### src/rtl/v_rams_port_arb_pkg.sv
// Shared definitions for the port-A controller/arbiter of the 128x16 dual-port RAM.
// Holds default widths, the clear/run state encoding and the requester IDs.
package v_rams_port_arb_pkg;

  localparam int AW_DEF = 7;
  localparam int DW_DEF = 16;

  typedef enum logic {
    CLEAR = 1'b0,
    RUN   = 1'b1
  } state_e;

  localparam logic REQ0 = 1'b0;
  localparam logic REQ1 = 1'b1;

endpackage

### src/rtl/v_rams_port_arb_rr_arb2.sv
// Two-input round-robin arbiter. The requester that did not win most recently
// takes priority when both ask; `last` starts at REQ1 so requester 0 goes first.
module rr_arb2
  import v_rams_port_arb_pkg::*;
(
  input  logic       clk,
  input  logic       rst_n,
  input  logic [1:0] req,
  input  logic       enable,
  output logic [1:0] gnt,
  output logic       gnt_id
);

  logic r_last;
  logic w_id;

  // NOTE: every output of a combinational block gets a default first, so no path
  // leaves a signal unassigned and no latch is inferred.
  always_comb begin
    w_id = REQ0;
    gnt  = 2'b00;
    if (req == 2'b11) begin
      w_id = ~r_last;
    end else if (req[1]) begin
      w_id = REQ1;
    end
    if (enable && (|req)) begin
      gnt = (w_id == REQ1) ? 2'b10 : 2'b01;
    end
  end

  assign gnt_id = w_id;

  // NOTE: state registers use non-blocking assignments so every flop samples
  // pre-edge values regardless of process ordering.
  always_ff @(posedge clk or negedge rst_n) begin
    if (!rst_n) begin
      r_last <= REQ1;
    end else if (|gnt) begin
      r_last <= w_id;
    end
  end

endmodule

### src/rtl/v_rams_port_arb.sv
// Port-A controller for the 128x16 write-first RAM: clears the array after reset,
// then arbitrates two requesters and returns read data tagged with the requester ID.
module v_rams_port_arb
  import v_rams_port_arb_pkg::*;
#(
  parameter int             AW       = AW_DEF,
  parameter int             DW       = DW_DEF,
  parameter logic [DW-1:0]  INIT_VAL = '0
) (
  input  logic          clk,
  input  logic          rst_n,
  input  logic          r0_req,
  input  logic          r0_we,
  input  logic [AW-1:0] r0_addr,
  input  logic [DW-1:0] r0_wdata,
  output logic          r0_gnt,
  input  logic          r1_req,
  input  logic          r1_we,
  input  logic [AW-1:0] r1_addr,
  input  logic [DW-1:0] r1_wdata,
  output logic          r1_gnt,
  output logic          rd_valid,
  output logic          rd_id,
  output logic [DW-1:0] rd_data,
  output logic          busy,
  output logic          ram_we,
  output logic [AW-1:0] ram_a,
  output logic [DW-1:0] ram_di,
  input  logic [DW-1:0] ram_spo
);

  state_e        r_state, w_state_nxt;
  logic [AW-1:0] r_clr_cnt;
  logic [AW-1:0] r_ram_a_hold;
  logic          r_rd_valid;
  logic          r_rd_id;
  logic [1:0]    w_gnt;
  logic          w_gnt_id;
  logic          w_rd_issue;

  rr_arb2 u_arb (
    .clk    (clk),
    .rst_n  (rst_n),
    .req    ({r1_req, r0_req}),
    .enable (r_state == RUN),
    .gnt    (w_gnt),
    .gnt_id (w_gnt_id)
  );

  always_comb begin
    w_state_nxt = r_state;
    if ((r_state == CLEAR) && (r_clr_cnt == '1)) begin
      w_state_nxt = RUN;
    end
  end

  // Idle RUN cycles keep the last address so the RAM re-latches the same location.
  always_comb begin
    ram_we     = 1'b0;
    ram_a      = r_ram_a_hold;
    ram_di     = INIT_VAL;
    w_rd_issue = 1'b0;
    if (r_state == CLEAR) begin
      ram_we = 1'b1;
      ram_a  = r_clr_cnt;
    end else if (|w_gnt) begin
      ram_we     = (w_gnt_id == REQ1) ? r1_we    : r0_we;
      ram_a      = (w_gnt_id == REQ1) ? r1_addr  : r0_addr;
      ram_di     = (w_gnt_id == REQ1) ? r1_wdata : r0_wdata;
      w_rd_issue = ~ram_we;
    end
  end

  // NOTE: the RAM array itself has no reset; it is initialised by the clear sweep,
  // and only these control flops are reset.
  always_ff @(posedge clk or negedge rst_n) begin
    if (!rst_n) begin
      r_state      <= CLEAR;
      r_clr_cnt    <= '0;
      r_ram_a_hold <= '0;
      r_rd_valid   <= 1'b0;
      r_rd_id      <= REQ0;
    end else begin
      r_state      <= w_state_nxt;
      r_ram_a_hold <= ram_a;
      r_rd_valid   <= w_rd_issue;
      if (r_state == CLEAR) begin
        r_clr_cnt <= r_clr_cnt + 1'b1;
      end
      if (w_rd_issue) begin
        r_rd_id <= w_gnt_id;
      end
    end
  end

  assign r0_gnt   = w_gnt[0];
  assign r1_gnt   = w_gnt[1];
  assign busy     = (r_state == CLEAR);
  assign rd_valid = r_rd_valid;
  assign rd_id    = r_rd_id;
  assign rd_data  = ram_spo;

endmodule

### config.mk
export PLATFORM = sky130hd
export DESIGN_NAME = v_rams_port_arb
export DESIGN_NICKNAME = d
export VERILOG_FILES = /design/src/rtl/v_rams_port_arb_pkg.sv /design/src/rtl/v_rams_port_arb_rr_arb2.sv /design/src/rtl/v_rams_port_arb.sv
export SDC_FILE = /design/constraint.sdc
export NUM_CORES = 1
export LEC_CHECK = 0
export BUFFER_PORTS_ARGS = -buffer_cell sky130_fd_sc_hd__buf_2
export CAP_MARGIN = 20
export CORE_MARGIN = 4
export CORE_UTILIZATION = 39
export CTS_BUF_LIST = sky130_fd_sc_hd__clkbuf_16
export CTS_CLUSTER_DIAMETER = 30
export DETAILED_ROUTE_END_ITERATION = 16
export PLACE_DENSITY = 0.81
export RECOVER_POWER = 100
export SYNTH_ARGS = -nofsm -noshare
export SYNTH_HDL_FRONTEND = slang
export SYNTH_HIERARCHICAL = 1
export SYNTH_SLANG_ARGS = --single-unit
### constraint.sdc
create_clock -name clk -period 2.2 [get_ports clk]
set_clock_uncertainty 0.1 [all_clocks]
set_input_delay 0.11 -clock clk [delete_from_list [all_inputs] [get_ports clk]]
set_output_delay 0.11 -clock clk [all_outputs]
set_load 0.01 [all_outputs]
==> summary.md, run 1 <==
| Metric | Value |
|---|---|
| Status | finished, final reports clean |
| Largest net degree at the start of global routing | 33 |
| Seq/Total Area, Yosys | 33.09% |
| IO buf count | 80 |
| CORE AREA | 3363 µm² |
| Area leader, netlist | dfrtp_1 |
| TritonCTS clock tree | built |
| First-pass GRT wire length | 5147 µm |
| PD cells | 465.7 nW/µm² |
| Grt ovf | 0 |
| Multi-input logic area | 698.2 µm² |
| Fin crit share | 94.62% |
| Synth Flop Type | dfrtp_1 |
| VDD IR max | 0.0003655 V |
| Global placer's final weighted congestion | 0.7167 |
| Syn_area_per_cell | 10.11 µm² |
| Placed instance count | 241 |
| Final HPWL DP | 2631 µm |
| Slew margin rel. | 36.09% |
| Critical path cell sequence | a21boi_4 > and2_1 > o21ai_2 > buf_12 > a211oi_1 > a21oi_2 > clkbuf_2 |
| DRT Pass-1 Iters | 3 |
| Peak Freq | 0.4804 GHz |
| Leakage | 0.8133 nW |
| Share of layout cells above drive strength 1 | 39.00% |
| Library cells used by synthesis | 33 |
| Crit path required time | 1.99 ns |
| Buf/Inv on CP | 2 |
| Num rows | 21 |
| Initial Util | 40.59% |
| Fin cells | 246 |
| H-tree levels | 1 |
| Slew Limit Fails | 0 |
| # fillers | 353 |
| Later-pin clock latency in the skew report | 0.25 ns |
| Setup violators final | 0 |
| Number of global-route vias before repair | 1100 |
| Count leader, synth | mux2i_1 |
| Number of flops mapped to enable cells by yosys | 0 |
| Most frequent cells after synthesis | mux2i_1, nor2_1, dfrtp_1, buf_4 |
| Max incr delay on CP | 0.56 ns |
| Crit end category | primary output |
| RSZ-0062 raised after global routing | false |
| Worst Tran Pin Value | 0.9587 ns |
| Area Growth Syn to Fin | 25.21% |
| Max-Cap Viols | 0 |
| Crit-path slowest cell | dfstp_2 |
| Synth Instances | 135 |
| Routed via count | 1150 |
| CTS Sinks | 18 |
| Total wire length | 3405 µm |
| Hold WC Path Type | input pin to flip-flop |
| Clock-pin slew on the worst setup and hold paths | 0.05 ns |
| Nets | 270 |
| CP Launch Type | flip-flop |
| Gr usage total | 14.55% |
| Die ar. | 4510 µm² |
| Register area | 451.7 µm² |
| Main area contributors after synthesis | dfrtp_1, mux2i_1, buf_4 |
| CTS Buf Count | 3 |
| Ant diodes | 0 |
| Clock tree root driver cell | clkbuf_16 |
| Initial antenna violation count | 0 |
| Fin crit period | 2.082 ns |
| CP Class | flip-flop to primary output |
| Detail Route Antenna Nets | 0 |
| Setup TNS | 0 ns |
| Die height | 67.16 µm |
| Async S/R FF share, synth | 100.0% |
| Remaining DRCs | 0 |
| Longest Clk Path Bufs | 2 |
| Largest fanout on the critical path | 29 |
| Core Util, Final | 50.82% |
| Yosys warnings | 6 |
| Net Count, Synth | 204 |
| WL/cell | 13.84 µm |
| Synthesis-stage register bit count | 18 |
| Final Hold Viols | 0 |
| Die X | 67.16 µm |
| Crit-path leading delay family | flip-flops |
| Mapped Area | 1365 µm² |
| DRT iter0 DRCs | 68 |
| Critical Path AT | 1.87 ns |
| # IOs | 113 |
| Share of the synthesized area in the top cell type | 31.16% |
| DR vias/cell | 4.675 |
[logic make-up after synthesis]
| logic type | after synthesis | share of synthesized area (%) |
|---|---|---|
| AO/OA/AOI/OAI | 23 | 14.76 |
| flip-flops | 18 | 33.09 |
| buffers and inverters | 24 | 16.13 |
| multiplexers | 23 | 16.96 |
| XOR/XNOR | 6 | 3.850 |
| AND/OR/NAND/NOR | 40 | 14.30 |
| adder cells (fa/ha/maj) | 1 | 0.9164 |
[final timing paths]
kind                              endpoint  slack, ns    startpoint  cells after the start
max                               ram_a[1]       0.12  u_arb/r_last                      7
min                        r_ram_a_hold[2]       0.07    r1_addr[2]                      3
max reg2reg                   r_clr_cnt[4]       0.48       r_state                      4
min reg2reg                   r_clr_cnt[6]       0.40  r_clr_cnt[6]                      1
max in group asynchronous     r_clr_cnt[2]       0.99         rst_n                      2
min in group asynchronous  r_ram_a_hold[6]       0.43         rst_n                      2
[sequential cells by signal, summed over array words and instances, names as in the netlist]
| register | count |
|---|---|
| r_clr_cnt | 7 |
| r_ram_a_hold | 7 |
| r_state | 1 |
| rd_id | 1 |
| rd_valid | 1 |
| u_arb/r_last | 1 |
[through the flow]
step / power, mW / hold WS [ns] / area, µm² / setup WS, ns
after floorplan: 0.4156 / -0.2856 / 1365 / 0.5190
after global placement: 0.4327 / -0.04097 / 1649 / 0.4164
after detailed placement: 0.4346 / -0.03793 / 1649 / 0.3748
final: 0.7959 / 0.07007 / 1709 / 0.1185
after CTS: 0.8019 / 0.06501 / 1738 / 0.08094
after global routing: 0.8289 / 0.09601 / 1709 / 0.01153
[timing repair]
item	CTS	global route
resized for setup	0	2
hold buffers	1	0
endpoints found under the hold margin	17	0
setup buffers	0	0
setup endpoints to repair	0	7
[worst reg2reg max path: cells and delay by family, from the launching register on]
family | cells | cell delay [ns]
buffers and inverters | 1 | 0.52
AND/OR/NAND/NOR | 2 | 0.36
flip-flops | 1 | 0.47
XOR/XNOR | 1 | 0.14
[area by class of cell]
cell class	count	area share [%]
well taps	46	3.367
clock inverters	1	0.2196
multi-input cells	93	40.85
flip-flops and latches	18	26.43
clock buffers	3	4.392
inverters	1	0.2196
repair buffers	84	24.52
[power breakdown]
part	switching, mW	internal [mW]	total [mW]
Sequential	0	0.331	0.331
Combinational	0.0426	0.0556	0.0982
Clock	0.125	0.242	0.366
[cell usage in the layout, fill, tap and decap left out, types with 3 or more instances in the layout]
master and count:
mux2i_1 22, xnor2_1 3, o21ai_0 3, a211oi_1 3, nor2_1 20, a211oi_2 4
and2b_1 4, clkbuf_2 3, clkbuf_1 22, nand4_1 3, buf_2 56, nor2b_1 5
clkbuf_16 3, dfrtp_1 17, a21oi_2 4, xor2_1 3
[layer usage]
layer | part of all wire, % | GRT usage (%) | wire (µm) | vias up
met5 | 0 | 0 | 0 | -
met4 | 1.3 | 3.291 | 45 | 0
met3 | 6.3 | 2.995 | 215 | 12
met2 | 52 | 23.68 | 1756 | 27
met1 | 41 | 19.83 | 1387 | 525
li1 | - | - | - | 586
Power figures use the tool's default switching activity.
==> run 2: changes to the inputs <==
--- a/config.mk
+++ b/config.mk
@@ -5,13 +5,15 @@
 export SDC_FILE = /design/constraint.sdc
 export NUM_CORES = 1
 export LEC_CHECK = 0
+export ABC_AREA = 1
 export BUFFER_PORTS_ARGS = -buffer_cell sky130_fd_sc_hd__buf_2
 export CAP_MARGIN = 20
 export CORE_MARGIN = 4
-export CORE_UTILIZATION = 39
+export CORE_UTILIZATION = 40
 export CTS_BUF_LIST = sky130_fd_sc_hd__clkbuf_16
 export CTS_CLUSTER_DIAMETER = 30
 export DETAILED_ROUTE_END_ITERATION = 16
+export HOLD_SLACK_MARGIN = 0.08
 export PLACE_DENSITY = 0.81
 export RECOVER_POWER = 100
 export SYNTH_ARGS = -nofsm -noshare
==> run 2 against run 1 <==
Net effect:
- sequential power about the same
- largest power group unchanged
- routed wire length increased by 11%
- count of clock-buffer cells in the layout unchanged
- critical path depth unchanged
- maximum frequency decreased by 0.45%
- critical endpoint is now u_arb/r_last
- non-clock buffer count increased by 5
==> summary.md, run 2 <==
| Metric | Value |
|---|---|
| Crit end category | flip-flop |
| Number of global-route vias before repair | 1437 |
| Clock-pin slew on the worst setup and hold paths | 0.06 ns |
| Cell depth of the worst setup path | 7 |
| Slew margin rel. | 32.83% |
| Gr usage total | 15.89% |
| Library cells used by synthesis | 25 |
| Largest fanout on the critical path | 2 |
| Synth Instances | 227 |
| CTS Buf Count | 3 |
| Leakage | 1.221 nW |
| WL/cell | 11.04 µm |
| Count leader, synth | nand2_1 |
| Share of layout cells above drive strength 1 | 26.69% |
| Share of the synthesized area in the top cell type | 29.90% |
| IO buf count | 80 |
| Most frequent cells in the layout | nand2_1, buf_2, inv_1 |
| Fin area | 1882 µm² |
| Grt ovf | 0 |
| DRT Pass-1 Iters | 4 |
| Die X | 68.60 µm |
| RR Startpoint | r_state |
| Remaining DRCs | 0 |
| Die ar. | 4706 µm² |
| Synth Flop Type | dfrtp_1 |
| Final HPWL DP | 2881 µm |
| Critical Path AT | 2.18 ns |
| Crit path required time | 2.29 ns |
| Setup TNS | 0 ns |
| Most frequent cells after synthesis | nand2_1, inv_1, buf_4, dfrtp_1, nand3_1 |
| Most common cell after layout, fill and taps aside | nand2_1 |
| CTS Sinks | 18 |
| Crit-path leading delay family | buffers and inverters |
| Synthesis-stage register bit count | 18 |
| Num rows | 21 |
| Dpl cell area | 1738 µm² |
| DRT iter0 DRCs | 73 |
| Status | finished, final reports clean |
| Ant diodes | 0 |
| Initial antenna violation count | 0 |
| Worst Reg-to-Reg Cells | 5 |
| Final Hold Viols | 0 |
| Post-CTS Setup Bufs | 0 |
| # IOs | 113 |
| First-pass GRT wire length | 5830 µm |
| Seq/Total Area, Yosys | 30.75% |
| Area Growth Syn to Fin | 28.11% |
| Crit-path slowest cell | dlygate4sd3_1 |
| Cell count of the worst hold path | 5 |
| Hold WC Path Type | input pin to flip-flop |
| Critical path cell sequence | dlygate4sd3_1 > buf_2 > o21ai_1 > dlygate4sd3_1 > nand2_1 > nand2_1 > dlygate4sd3_1 |
| Longest Clk Path Bufs | 2 |
| Initial Util | 42.68% |
| Top Registers | r_clr_cnt (7), r_ram_a_hold (7) |
| Max-Cap Viols | 0 |
| H-tree levels | 1 |
| Total power | 811.8 µW |
| Worst Min Path Start | r0_addr[2] |
| Nets | 366 |
| Detail Route Antenna Nets | 0 |
| Largest net degree at the start of global routing | 25 |
| Later-pin clock latency in the skew report | 0.25 ns |
| Yosys warnings | 6 |
| Number of flops mapped to enable cells by yosys | 0 |
| Global placer's final weighted congestion | 0.7547 |
| Mapped Area | 1469 µm² |
| Fin crit period | 2.091 ns |
| CP startpoint | r0_req |
| Async S/R FF share, synth | 100.0% |
| Routed via count | 1559 |
| Total wire length | 3777 µm |
| PD cells | 431.4 nW/µm² |
| Core Util, Final | 54.67% |
| Area leader, netlist | nand2_1 |
| CP Launch Type | input pin |
| CP Class | input pin to flip-flop |
| VDD IR max | 0.0005522 V |
| CP dominant cell by count | dlygate4sd3_1 |
| Net Count, Synth | 296 |
| Buf/Inv on CP | 4 |
| DR vias/cell | 4.558 |
| Syn_area_per_cell | 6.471 µm² |
| TritonCTS clock tree | built |
| Worst Tran Pin Value | 1.008 ns |
| Fin crit share | 95.05% |
| Die height | 68.60 µm |
| Clock tree root driver cell | clkbuf_16 |
| Peak Freq | 0.4782 GHz |
| Main area contributors after synthesis | nand2_1, dfrtp_1, buf_4 |
| Max incr delay on CP | 0.58 ns |
| Flop-to-flop setup slack | 0.29 ns |
| CORE AREA | 3442 µm² |
| Setup violators final | 0 |
| RSZ-0062 raised after global routing | false |
| Slew Limit Fails | 0 |
==> run 2: per-layer routing <==
metal | up-vias | wire length [µm] | GRT usage, %
met5 | - | 0 | 0
li1 | 801 | - | -
met3 | 0 | 374 | 4.214
met1 | 695 | 1518 | 18.29
met2 | 63 | 1883 | 29.80
met4 | 0 | 0 | 1.985
==> run 2: cell families (layout without fill, tap and decap cells) <==
group,after synthesis,count (layout),synth area share (%)
and+or+nand+nor,141,143,40.29
buffers and inverters,55,122,22.15
DFF,18,18,30.75
AOI/OAI and AO/OA,9,9,4.173
xor gates and xnor gates,3,3,1.789
adders and majority gates,1,1,0.8517
==> run 2: what timing repair did <==
action                                 in CTS  in global routing
hold buffers                                6                  0
gates resized for setup                     0                  3
endpoints found under the hold margin      21                  0
setup endpoints to repair                   0                 20
==> run 2: power by group <==
part,switching (mW),internal (mW)
sequential,0,0.331
clock,0.128,0.242
combinational,0.0554,0.0554
total,0.183,0.629
==> run 2: layout make-up <==
cell class                      instances  area (µm²)
Clock buffer                            3       75.07
Clock inverter                          1       3.754
Fill cell                             380        1560
Inverter                               29       113.9
Multi-Input combinational cell        156       714.4
Sequential cell                        18       451.7
Tap cell                               46       57.56
Timing Repair Buffer                   89       465.4
==> run 2: worst paths after layout <==
kind                              endpoint
setup / recovery              u_arb/r_last
hold / removal             r_ram_a_hold[2]
setup reg to reg              u_arb/r_last
hold reg to reg                      rd_id
max in group asynchronous     r_clr_cnt[3]
min in group asynchronous     r_clr_cnt[1]
==> run 2: worst reg2reg max path, stage by stage, from the launching register on <==
cell	delay [ns]
dfrtp_1	0.40
o21ai_1	0.14
dlygate4sd3_1	0.58
nand2_1	0.05
nand2_1	0.05
dlygate4sd3_1	0.54
==> run 2: per-stage QoR <==
step	std cells	hold slack [ns]	worst slack, ns
floorplan	227	-0.2856	0.5803
global placement	330	-0.04018	0.3791
detailed placement	330	-0.03346	0.3228
CTS	340	0.08416	0.04699
global route	342	0.1200	0.004714
finish	342	0.08853	0.1090
==> run 3: changes to the inputs <==
--- a/config.mk
+++ b/config.mk
@@ -5,11 +5,10 @@
 export SDC_FILE = /design/constraint.sdc
 export NUM_CORES = 1
 export LEC_CHECK = 0
-export ABC_AREA = 1
 export BUFFER_PORTS_ARGS = -buffer_cell sky130_fd_sc_hd__buf_2
 export CAP_MARGIN = 20
 export CORE_MARGIN = 4
-export CORE_UTILIZATION = 40
+export CORE_UTILIZATION = 39
 export CTS_BUF_LIST = sky130_fd_sc_hd__clkbuf_16
 export CTS_CLUSTER_DIAMETER = 30
 export DETAILED_ROUTE_END_ITERATION = 16
==> run 3 against run 2 <==
Net effect:
- hold slack got worse by 0.0051 ns
- global-route usage down 1.4 points
- core utilization is 3.0 points lower
- first-iteration DRC count is 19% lower
- largest cell class unchanged
- largest power group unchanged
- highest routed layer is now met4
==> summary.md, run 3 (synthesis gave the netlist of run 1 again) <==
| Metric | Value |
|---|---|
| Status | finished, final reports clean |
| Routed via count | 1183 |
| Slew Limit Fails | 0 |
| # IOs | 113 |
| Hold WC Path Type | input pin to flip-flop |
| Grt ovf | 0 |
| Setup violators final | 0 |
| Clock tree root driver cell | clkbuf_16 |
| Core Util, Final | 51.71% |
| Most common cell after layout, fill and taps aside | buf_2 |
| Worst hold margin | 0.08347 ns |
| Share of layout cells above drive strength 1 | 38.42% |
| Number of global-route vias before repair | 1123 |
| Initial Util | 40.59% |
| Final HPWL DP | 2631 µm |
| Leakage | 0.8258 nW |
| H-tree levels | 1 |
| WL/cell | 13.83 µm |
| CTS Sinks | 18 |
| DRT iter0 DRCs | 59 |
| Die ar. | 4510 µm² |
| Largest fanout on the critical path | 29 |
| First-pass GRT wire length | 5126 µm |
| Final WS setup | 0.1139 ns |
| CP Launch Type | flip-flop |
| Place WS | 0.3748 ns |
| Largest net degree at the start of global routing | 33 |
| TritonCTS clock tree | built |
| Die X | 67.16 µm |
| Later-pin clock latency in the skew report | 0.25 ns |
| PD cells | 460.4 nW/µm² |
| CP Class | flip-flop to primary output |
| Ant diodes | 0 |
| IO buf count | 80 |
| Max-Cap Viols | 0 |
| Die height | 67.16 µm |
| Setup TNS | 0 ns |
| Area Growth Syn to Fin | 27.41% |
| Crit end category | primary output |
| CORE AREA | 3363 µm² |
| Most frequent cells in the layout | buf_2, mux2i_1, clkbuf_1 |
| Num rows | 21 |
| Worst Tran Pin Value | 0.9613 ns |
| Gr usage total | 14.48% |
| Critical Path AT | 1.88 ns |
| DR vias/cell | 4.751 |
| VDD IR max | 0.0003658 V |
| Fin cells | 249 |
| Nets | 273 |
| CTS Buf Count | 3 |
| DRT Pass-1 Iters | 3 |
| Crit path required time | 1.99 ns |
| Slew margin rel. | 35.91% |
| Longest Clk Path Bufs | 2 |
| Final Hold Viols | 0 |
| Top Registers | r_clr_cnt (7), r_ram_a_hold (7) |
| Initial antenna violation count | 0 |
| Clock-pin slew on the worst setup and hold paths | 0.05 ns |
| Placed instance count | 241 |
| Remaining DRCs | 0 |
| Detail Route Antenna Nets | 0 |
| Total wire length | 3444 µm |
| Global placer's final weighted congestion | 0.7167 |
| RSZ-0062 raised after global routing | false |
| Fin crit period | 2.086 ns |
| Peak Freq | 0.4794 GHz |
| Fin crit share | 94.82% |
==> run 3: where the power goes <==
group	switching, mW	internal (mW)	total, mW
Sequential	0	0.331	0.331
Clock	0.125	0.242	0.366
Combinational	0.0438	0.0591	0.103
Total	0.169	0.632	0.801
==> run 3: layout make-up <==
cell class	count	area, µm²
Sequential cell	18	451.7
Timing Repair Buffer	87	449.2
Inverter	1	3.754
Tap cell	46	57.56
Multi-Input combinational cell	93	698.2
Clock buffer	3	75.07
Fill cell	347	1624
Clock inverter	1	3.754
==> run 3: timing repair <==
item	4_1_cts	5_1_grt
endpoints found under the setup margin	0	7
hold endpoints to repair	21	0
hold buffers	4	0
gates resized for setup	0	2
buffers inserted	0	0
==> run 3: critical path: stages, from the launching register on <==
cell      delay [ns]
dfstp_2         0.56
a21boi_4        0.06
and2_1          0.21
o21ai_2         0.20
buf_12          0.20
a211oi_1        0.08
a21oi_2         0.15
clkbuf_2        0.15
==> run 3: per-layer routing <==
metal | up-vias | routed length (µm) | track usage [%]
met3 | 16 | 221 | 3.161
li1 | 593 | - | -
met4 | 0 | 79 | 4.557
met1 | 543 | 1401 | 19.73
met2 | 31 | 1742 | 22.82
met5 | - | 0 | 0
==> run 3: final timing paths <==
| path | startpoint | end | slack (ns) | cells past startpoint |
|---|---|---|---|---|
| worst min register to register | r_clr_cnt[6] | r_clr_cnt[6] | 0.40 | 1 |
| max in group asynchronous | rst_n | r_clr_cnt[2] | 0.98 | 2 |
| worst min-delay path | r1_addr[6] | r_ram_a_hold[6] | 0.08 | 3 |
| worst max-delay path | u_arb/r_last | ram_a[1] | 0.11 | 7 |
| worst max register to register | r_state | r_clr_cnt[4] | 0.49 | 4 |
| min in group asynchronous | rst_n | rd_valid | 0.43 | 2 |
==> run 3: stage by stage <==
step                cell area, µm²  power, mW
floorplan                     1365     0.4156
global placement              1649     0.4327
detailed placement            1649     0.4346
CTS                           1768     0.8064
global route                  1739     0.8336
finish                        1739     0.8007
